`src/rtl/seg7_bcd_stopwatch_if.sv`:
```
// Key inputs and display outputs of the BCD stopwatch.
// Optional lap key present when SEG7_LAP_EN is defined.
interface seg7_bcd_stopwatch_if;
  logic        iKEY_RUN_N;
  logic        iKEY_CLR_N;
  logic        iUP;
`ifdef SEG7_LAP_EN
  logic        iKEY_LAP_N;
`endif
  logic [31:0] oDIG;
  logic        oTICK;
  logic        oWRAP;
  logic        oRUN;

  // Stopwatch side: consumes keys, produces the digit word.
  modport slave (
    input  iKEY_RUN_N,
    input  iKEY_CLR_N,
    input  iUP,
`ifdef SEG7_LAP_EN
    input  iKEY_LAP_N,
`endif
    output oDIG,
    output oTICK,
    output oWRAP,
    output oRUN
  );

  // Board / driver side.
  modport master (
    output iKEY_RUN_N,
    output iKEY_CLR_N,
    output iUP,
`ifdef SEG7_LAP_EN
    output iKEY_LAP_N,
`endif
    input  oDIG,
    input  oTICK,
    input  oWRAP,
    input  oRUN
  );
endinterface

```
`src/rtl/seg7_bcd_stopwatch.sv`:
```
// 8-digit BCD up/down stopwatch feeding the SEG7_LUT_8 digit word.
// Keys are synchronized and debounced; press events drive an IDLE/RUN/PAUSE FSM.
// Optional lap freeze of the displayed value enabled by macro SEG7_LAP_EN.
module seg7_bcd_stopwatch #(
  parameter int unsigned TICK_DIV  = 5000000,
  parameter int unsigned DB_CYCLES = 1000000
) (
  input  logic                  CLOCK_50,
  input  logic                  iRST_N,
  seg7_bcd_stopwatch_if.slave   io_sw
);

`ifdef SEG7_LAP_EN
  localparam int unsigned NumKeys = 3;
`else
  localparam int unsigned NumKeys = 2;
`endif
  localparam int unsigned DbW = $clog2(DB_CYCLES + 1);
  localparam int unsigned PsW = $clog2(TICK_DIV);

  typedef enum logic [1:0] {StIdle, StRun, StPause} state_e;

  logic [NumKeys-1:0] w_keys_raw;
  logic [NumKeys-1:0] r_sync1;
  logic [NumKeys-1:0] r_sync2;
  logic [NumKeys-1:0] r_db;
  logic [NumKeys-1:0] r_press;
  logic [DbW-1:0]     r_db_cnt [NumKeys];
  logic               r_up_s1;
  logic               r_up_s2;

  logic               w_run_press;
  logic               w_clr_press;
  state_e             r_state;
  state_e             w_state_next;

  logic [PsW-1:0]     r_presc;
  logic               w_step;
  logic [31:0]        r_cnt;
  logic [31:0]        w_cnt_next;
  logic               w_carry;
  logic [3:0]         w_nib;
  logic               r_tick;
  logic               r_wrap;

`ifdef SEG7_LAP_EN
  assign w_keys_raw = {io_sw.iKEY_LAP_N, io_sw.iKEY_CLR_N, io_sw.iKEY_RUN_N};
`else
  assign w_keys_raw = {io_sw.iKEY_CLR_N, io_sw.iKEY_RUN_N};
`endif
  assign w_run_press = r_press[0];
  assign w_clr_press = r_press[1];

  // Two-flop synchronizers; idle (released / count up) level is 1.
  always_ff @(posedge CLOCK_50 or negedge iRST_N) begin
    if (!iRST_N) begin
      r_sync1 <= '1;
      r_sync2 <= '1;
      r_up_s1 <= 1'b1;
      r_up_s2 <= 1'b1;
    end else begin
      r_sync1 <= w_keys_raw;
      r_sync2 <= r_sync1;
      r_up_s1 <= io_sw.iUP;
      r_up_s2 <= r_up_s1;
    end
  end

  // Debounce: level flips after DB_CYCLES consecutive disagreeing cycles; press on 1->0 only.
  always_ff @(posedge CLOCK_50 or negedge iRST_N) begin
    if (!iRST_N) begin
      r_db    <= '1;
      r_press <= '0;
      for (int k = 0; k < NumKeys; k++) begin
        r_db_cnt[k] <= '0;
      end
    end else begin
      for (int k = 0; k < NumKeys; k++) begin
        r_press[k] <= 1'b0;
        if (r_sync2[k] == r_db[k]) begin
          r_db_cnt[k] <= '0;
        end else if (r_db_cnt[k] == DbW'(DB_CYCLES - 1)) begin
          r_db[k]     <= r_sync2[k];
          r_db_cnt[k] <= '0;
          r_press[k]  <= r_db[k];
        end else begin
          r_db_cnt[k] <= r_db_cnt[k] + DbW'(1);
        end
      end
    end
  end

  // FSM state register.
  always_ff @(posedge CLOCK_50 or negedge iRST_N) begin
    if (!iRST_N) begin
      r_state <= StIdle;
    end else begin
      r_state <= w_state_next;
    end
  end

  // FSM next state; clear overrides a simultaneous run press.
  always_comb begin
    w_state_next = r_state;
    if (w_clr_press) begin
      w_state_next = StIdle;
    end else if (w_run_press) begin
      unique case (r_state)
        StIdle:  w_state_next = StRun;
        StRun:   w_state_next = StPause;
        StPause: w_state_next = StRun;
        default: w_state_next = StIdle;
      endcase
    end
  end

  assign w_step = (r_state == StRun) && (r_presc == PsW'(TICK_DIV - 1)) && !w_clr_press;

  // BCD ripple increment/decrement of all eight digits; final carry means wrap.
  always_comb begin
    w_cnt_next = r_cnt;
    w_carry    = 1'b1;
    w_nib      = 4'd0;
    for (int d = 0; d < 8; d++) begin
      w_nib = r_cnt[4*d +: 4];
      if (w_carry) begin
        if (r_up_s2) begin
          if (w_nib == 4'd9) begin
            w_nib = 4'd0;
          end else begin
            w_nib   = w_nib + 4'd1;
            w_carry = 1'b0;
          end
        end else begin
          if (w_nib == 4'd0) begin
            w_nib = 4'd9;
          end else begin
            w_nib   = w_nib - 4'd1;
            w_carry = 1'b0;
          end
        end
      end
      w_cnt_next[4*d +: 4] = w_nib;
    end
  end

  // Prescaler and live count; prescaler holds in PAUSE so resume keeps phase.
  always_ff @(posedge CLOCK_50 or negedge iRST_N) begin
    if (!iRST_N) begin
      r_presc <= '0;
      r_cnt   <= '0;
      r_tick  <= 1'b0;
      r_wrap  <= 1'b0;
    end else begin
      r_tick <= 1'b0;
      r_wrap <= 1'b0;
      if (w_clr_press) begin
        r_presc <= '0;
        r_cnt   <= '0;
      end else if (w_step) begin
        r_presc <= '0;
        r_cnt   <= w_cnt_next;
        r_tick  <= 1'b1;
        r_wrap  <= w_carry;
      end else if (r_state == StRun) begin
        r_presc <= r_presc + PsW'(1);
      end else if (r_state == StIdle) begin
        r_presc <= '0;
      end
    end
  end

`ifdef SEG7_LAP_EN
  logic        r_lap_on;
  logic [31:0] r_lap_dig;

  // Lap toggle accepted only in RUN; an active freeze survives PAUSE, clear drops it.
  always_ff @(posedge CLOCK_50 or negedge iRST_N) begin
    if (!iRST_N) begin
      r_lap_on  <= 1'b0;
      r_lap_dig <= '0;
    end else if (w_clr_press) begin
      r_lap_on <= 1'b0;
    end else if (r_press[2] && (r_state == StRun)) begin
      r_lap_on <= !r_lap_on;
      if (!r_lap_on) begin
        r_lap_dig <= r_cnt;
      end
    end
  end

  assign io_sw.oDIG = r_lap_on ? r_lap_dig : r_cnt;
`else
  assign io_sw.oDIG = r_cnt;
`endif

  assign io_sw.oTICK = r_tick;
  assign io_sw.oWRAP = r_wrap;
  assign io_sw.oRUN  = (r_state == StRun);

endmodule

```
`src/flat_wrapper.sv`:
```
// flat-port wrapper written by rule: the top's interface ports become plain ports
module seg7_bcd_stopwatch_flat 
#(
  parameter int unsigned TICK_DIV  = 5000000,
  parameter int unsigned DB_CYCLES = 1000000
)
  (CLOCK_50, iRST_N, io_sw_iKEY_RUN_N, io_sw_iKEY_CLR_N, io_sw_iUP, io_sw_oDIG, io_sw_oTICK, io_sw_oWRAP, io_sw_oRUN);
  seg7_bcd_stopwatch_if io_sw_i ();
  input  logic CLOCK_50;
  input  logic iRST_N;
  input wire logic [$bits(io_sw_i.iKEY_RUN_N)-1:0] io_sw_iKEY_RUN_N;
  input wire logic [$bits(io_sw_i.iKEY_CLR_N)-1:0] io_sw_iKEY_CLR_N;
  input wire logic [$bits(io_sw_i.iUP)-1:0] io_sw_iUP;
  output wire logic [$bits(io_sw_i.oDIG)-1:0] io_sw_oDIG;
  output wire logic [$bits(io_sw_i.oTICK)-1:0] io_sw_oTICK;
  output wire logic [$bits(io_sw_i.oWRAP)-1:0] io_sw_oWRAP;
  output wire logic [$bits(io_sw_i.oRUN)-1:0] io_sw_oRUN;
  assign io_sw_i.iKEY_RUN_N = io_sw_iKEY_RUN_N;
  assign io_sw_i.iKEY_CLR_N = io_sw_iKEY_CLR_N;
  assign io_sw_i.iUP = io_sw_iUP;
  assign io_sw_oDIG = io_sw_i.oDIG;
  assign io_sw_oTICK = io_sw_i.oTICK;
  assign io_sw_oWRAP = io_sw_i.oWRAP;
  assign io_sw_oRUN = io_sw_i.oRUN;
  seg7_bcd_stopwatch #(.TICK_DIV(TICK_DIV), .DB_CYCLES(DB_CYCLES)) u_core (.CLOCK_50(CLOCK_50), .iRST_N(iRST_N), .io_sw(io_sw_i));
endmodule
```
`config.mk`:
```
export PLATFORM = sky130hd
export DESIGN_NAME = seg7_bcd_stopwatch_flat
export DESIGN_NICKNAME = d
export VERILOG_FILES = /design/src/rtl/seg7_bcd_stopwatch_if.sv /design/src/rtl/seg7_bcd_stopwatch.sv /design/src/flat_wrapper.sv
export SDC_FILE = /design/constraint.sdc
export NUM_CORES = 1
export LEC_CHECK = 0
export CORE_MARGIN = 10
export CORE_UTILIZATION = 55
export DETAILED_ROUTE_END_ITERATION = 7
export DONT_BUFFER_PORTS = 1
export PLACE_DENSITY = 0.78
export SYNTH_ARGS = -nofsm -noshare
export SYNTH_HDL_FRONTEND = slang
export SYNTH_SLANG_ARGS = --single-unit
```
`constraint.sdc`:
```
create_clock -name CLOCK_50 -period 5.69 [get_ports CLOCK_50]
set_input_delay 1.138 -clock CLOCK_50 [delete_from_list [all_inputs] [get_ports CLOCK_50]]
set_output_delay 1.138 -clock CLOCK_50 [all_outputs]
set_load 0.01 [all_outputs]
```
Word level (Yosys, flattened, before mapping)
Index checks and enable logic that the tools add are counted.

storage, ports and cells
  register bits = 109
  latch bits = 0
  RAM bits = 0
  ROM bits = 0
  input port bits = 5
  output and inout port bits = 35
  logic and storage cells = 172
  memories = 0

cells by class
  $add $sub $neg = 19
  multiply operators = 0
  div/mod/pow operators = 0
  magnitude comparators = 0
  equality and inequality tests = 15
  shift-type cells = 0
  muxes and demuxes = 83
  bitwise operators = 2
  reduce and logical (&&, ||, !) cells = 32

operators with widths
  operator               number
  $mux 4                 31
  $mux 23                4
  $mux 20                4
  $mux 32                2
  $add 20x1->20 const B  2
  $eq 20x20->1 const B   2
  $mux 1                 39
  $add 4x1->4 const B    8
  $eq 4x4->1 const B     8
  $logic_not 4->1        8
  $sub 4x1->4 const B    8
  $add 23x1->23 const B  1
  $eq 23x23->1 const B   1
  $reduce_and 2->1       9
  $reduce_bool 2->1      9
  $mux 2                 2
  $pmux 2 s2             1
  $reduce_bool 4->1      1
  $eq 1x1->1             2
  $eq 2x1->1 const B     1
  $eq 2x2->1 const B     1
  $logic_and 1x1->1      2
  $logic_not 2->1        1
  $not 1->1              2
  2 further kinds        2

Logic depth before layout (Yosys ltp)
  depth after elaboration = 12
  gate-level depth with buffers = 9
  depth with buffers taken out = 8

Worst setup path after synthesis
Ideal clock, no wire load.

  path kind = register -> register
  start point = register u_core.r_presc[0]
  end point = register u_core.r_cnt[24], in the netlist u_core.io_sw.oDIG[24]
  setup time = 0.136 ns
  arrival = 2.401 ns
  data required time = 5.554 ns
  path slack = 3.153 ns
  cell stages (with the launch flop) = 9
  path buffers = 1
  period minus slack after synthesis = 2.537 ns
  cells stage by stage = dfrtp_1 > ha_1 > nand3_2 > or4_4 > buf_6 > or3_4 > nor4_4 > mux2i_1 > a21oi_1

between the ends
  cells in the longest elaborated chain, start to end = 5

ends and longest elaborated chain
  item                                line                       RTL
  from (decl)                         seg7_bcd_stopwatch.sv:37   logic [PsW-1:0] r_presc;
  from (signal assigned)              seg7_bcd_stopwatch.sv:166  r_presc <= r_presc + PsW'(1);
  $eq 23x23->1                        seg7_bcd_stopwatch.sv:117  assign w_step = (r_state == StRun) && (r_presc == PsW'(TICK_DIV - 1)) && !w_clr_press;
  $logic_and 1x1->1 (2 in series)     seg7_bcd_stopwatch.sv:117
  $reduce_bool 2->1 (no source line)  n/a
  $reduce_and 2->1 (no source line)   n/a
  to (signal assigned)                seg7_bcd_stopwatch.sv:162  r_cnt <= w_cnt_next;
  to (decl)                           seg7_bcd_stopwatch.sv:39   logic [31:0] r_cnt;

Every way passes these cells.
A chain may end at the register's enable or synchronous reset.

Worst setup path in the final report
  start point = register u_core.r_up_s2
  end point = register u_core.r_cnt[30], in the netlist u_core.io_sw.oDIG[30]

between the ends
  cells in the longest elaborated chain, start to end = 9
  elaborated cells on any way between the ends = 19
  classes of those cells = 17 x mux; 2 x reduce/logical

ends and longest elaborated chain
  item                                line                       RTL
  from (decl)                         seg7_bcd_stopwatch.sv:30   logic r_up_s2;
  from (signal assigned)              seg7_bcd_stopwatch.sv:65   r_up_s2 <= r_up_s1;
  $mux 1                              seg7_bcd_stopwatch.sv:127  if (r_up_s2) begin
  $mux 1 (6 in series)                seg7_bcd_stopwatch.sv:126  if (w_carry) begin
  $reduce_bool 2->1 (no source line)  n/a
  $reduce_and 2->1 (no source line)   n/a

Parallel ways exist; a longest one is shown, timed or not. The select of a mux whose other input is x is not followed.

==> reports/metrics.cfg <==
[logic_synthesis]
avgSynthCellArea_um2 = 8.92
syn-cell-area_um2 = 6300
synthFlopType = dfrtp_1
syn_inst = 707
synth-seq-cells = 109
ys_types = 65
synth-seq-area-share = 0.434
yosys_warnings = 0
synthArstFlopShare = 1.00
synth_edf_count = 0
syn-num-nets = 721

[worst_setup_path]
worstPathMaxFanout = 67
worst_setup_path_end_kind = register
critPathArrivalTime_ns = 3.44
critPathKind = register to register
worstSetupStartpointType = register
required_ns = 5.95

[drt]
drc_errors = 0
firstDrtPassIters = 7
vias = 5115
detail_route.wl_per_cell_um = 16.3
routed_wl_um = 13500
drt_iter0_drc = 494
ant_nets = 0
vias_per_cell = 6.19

[floorplanning]
start_util = 0.557
dieWidth_um = 127
die_h_um = 127
dieArea_um2 = 16100
core_area_um2 = 11300
rows = 39
num_io_pins = 40

[sta]
tns_ns = 0
rsz0062_at_grt = false
slew_headroom = 0.291
fmax_mhz = 314
drv_slew = 0
finalHoldViolations = 0
fin_crit_sh = 0.559
skew_ns = 0.0107
setup_viol = 0
worst_pin_slew_ns = 1.06
fin_crit_ns = 3.18
hold_ws_ns = 0.358

[clock_network]
post_cts_resized = 0
cts-root-buf = clkbuf_16
cts_tree = built
cts_buffers = 9
cts.sinks = 109
htree_levels = 3
cts_hold_buf = 0
clock_latency_ns = 0.36
clk_pin_slew_ns = 0.08
post_cts_buffers = 0
cts_buffer_depth = 2

[grt]
gr-total-overflow = 0
antenna_found_initial = 0
groute.usage.overall = 0.164
grt_pass1_wl_um = 22600
grt_pass1_vias = 4945
grt_max_degree = 110

[pwr]
powerDensity_nw_per_um2 = 224
leakage_nw = 2.67
peakVddDrop_mv = 0.151

[placed_design]
gp_congestion = 0.855
dpl.hpwl_um = 9020
port_buffers = 0

[flow_run]
cap_violations = 0

[cells_and_area]
finalNetCount = 693
drive_above_1_share = 0.0629
antenna_cells = 0
syn_to_final_growth_pct = 5.32
nFillCells = 961

[min_path]
hp-class = register to register

[status]
status = completed

==> sequential cells by signal (all words and copies together) (netlist names) <==
signal              flops
u_core.r_press          2
u_core.r_db_cnt        40
u_core.r_up_s2          1
u_core.r_sync2          2
u_core.io_sw.oTICK      1
u_core.r_state          2
u_core.r_presc         23
u_core.r_sync1          2
u_core.r_db             2
u_core.io_sw.oWRAP      1
u_core.r_up_s1          1
u_core.io_sw.oDIG      32
==> where the power goes <==
group | internal [mW] | leakage, nW | switching [mW] | total (mW)
Combinational | 0.0120 | 1.02 | 0.0208 | 0.0328
Clock | 0.362 | 0.155 | 0.304 | 0.665
Sequential | 0.782 | 1.49 | 0.0107 | 0.792
==> cells in the mapped netlist (3+ instances only) <==
library cell  instances  area [um^2]
a211oi_1              6         45.0
a32oi_1               3         26.3
dfstp_2               8          210
o21ai_0              41          205
nor4_2                3         37.5
xnor2_1              34          298
and3_1               15         93.8
clkbuf_1             33          124
or2_2                 3         18.8
and2_1                6         37.5
nand2_1              50          188
nor3b_1               6         45.0
a311oi_1              3         26.3
a22oi_1               3         22.5
nand3b_1              3         22.5
mux2_2                3         33.8
nor4_1                7         43.8
nand2b_1              4         25.0
ha_1                  9          113
nor2_1              101          379
nor4b_1               4         35.0
nor2b_1               4         25.0
nor3_1               16         80.1
nand4_1              25          156
a31oi_1               6         37.5
a21oi_1              24          120
or3_1                13         81.3
and4_1               10         87.6
nand3_1              42          210
o22ai_1               4         25.0
buf_1                 4         15.0
o211ai_1              3         22.5
inv_1                24         90.1
dfrtp_1             101         2530
mux2i_1               8         80.1
xor2_1               36          315
and4b_1               3         30.0
==> final timing paths <==
| path | start | cells after the start | to | slack, ns |
|---|---|---|---|---|
| worst max-delay path | u_core.r_up_s2$_DFF_PN1_ | 6 | u_core.io_sw.oDIG[30]$_DFFE_PN0P_ | 2.51 |
| worst min-delay path | u_core.r_sync1[0]$_DFF_PN1_ | 0 | u_core.r_sync2[0]$_DFF_PN1_ | 0.36 |
| worst max register to register | u_core.r_up_s2$_DFF_PN1_ | 6 | u_core.io_sw.oDIG[30]$_DFFE_PN0P_ | 2.51 |
| worst min register to register | u_core.r_sync1[0]$_DFF_PN1_ | 0 | u_core.r_sync2[0]$_DFF_PN1_ | 0.36 |
| max in group asynchronous | iRST_N | 0 | u_core.r_db[1]$_DFFE_PN1P_ | 4.99 |
| min in group asynchronous | iRST_N | 0 | u_core.io_sw.oDIG[31]$_DFFE_PN0P_ | 0.47 |
==> through the flow <==
stage / setup slack, ns / cell area (um^2) / utilization / power, mW / cells
after floorplan: 3.15 / 6300 / - / 0.832 / 707
final: 2.51 / 6640 / 0.587 / 1.49 / 827
after global placement: 2.69 / 6330 / 0.559 / 0.837 / 811
after detailed placement: 2.61 / 6330 / 0.559 / 0.839 / 811
after global routing: 2.35 / 6640 / 0.587 / 1.54 / 827
after CTS: 2.58 / 6640 / 0.587 / 1.51 / 827
==> critical path, stage by stage (launching register included) <==
cell and delay [ns]:
dfstp_2 1.23, nand3_1 0.14, a211oi_1 0.57, and2_1 0.37, and4_1 0.40, a21oi_1 0.11, a311oi_1 0.25
==> final cells by class <==
cell class              count  area (um^2)  share of cell area
inverters                  24         90.1              0.0136
clock inverters             6         73.8              0.0111
multi-input cells         533         3310               0.498
well taps                 143          179              0.0269
clock buffers              10          239              0.0360
flip-flops and latches    109         2740               0.412
repair buffers              2         15.0             0.00226
==> placed cells by master (no fill, tap or decap), types with 5 or more instances in the layout <==
cell type,n
a211oi_1,6
a21oi_1,24
a31oi_1,6
and2_1,6
and3_1,15
and4_1,10
clkbuf_16,9
dfrtp_1,101
dfstp_2,8
ha_1,9
inv_1,24
inv_6,5
mux2i_1,8
nand2_1,50
nand3_1,42
nand4_1,25
nor2_1,101
nor3_1,16
nor3b_1,6
nor4_1,7
o21ai_0,40
or3_1,13
xnor2_1,34
xor2_1,36
==> cells by family after synthesis <==
logic type,synth area share
multiplexers,0.0181
flip-flops,0.434
XOR/XNOR,0.0972
adder cells (fa/ha/maj),0.0179
buffers and inverters,0.0415
AND/OR/NAND/NOR,0.278
AO/OA/AOI/OAI,0.113
==> per-layer routing <==
layer	GRT usage	share of wire	vias to the layer above
li1	-	-	2450
met1	0.188	0.42	2493
met2	0.280	0.49	151
met3	0.0484	0.067	21
met4	0.0697	0.017	0
met5	0	0	-
Power figures use the tool's default switching activity.
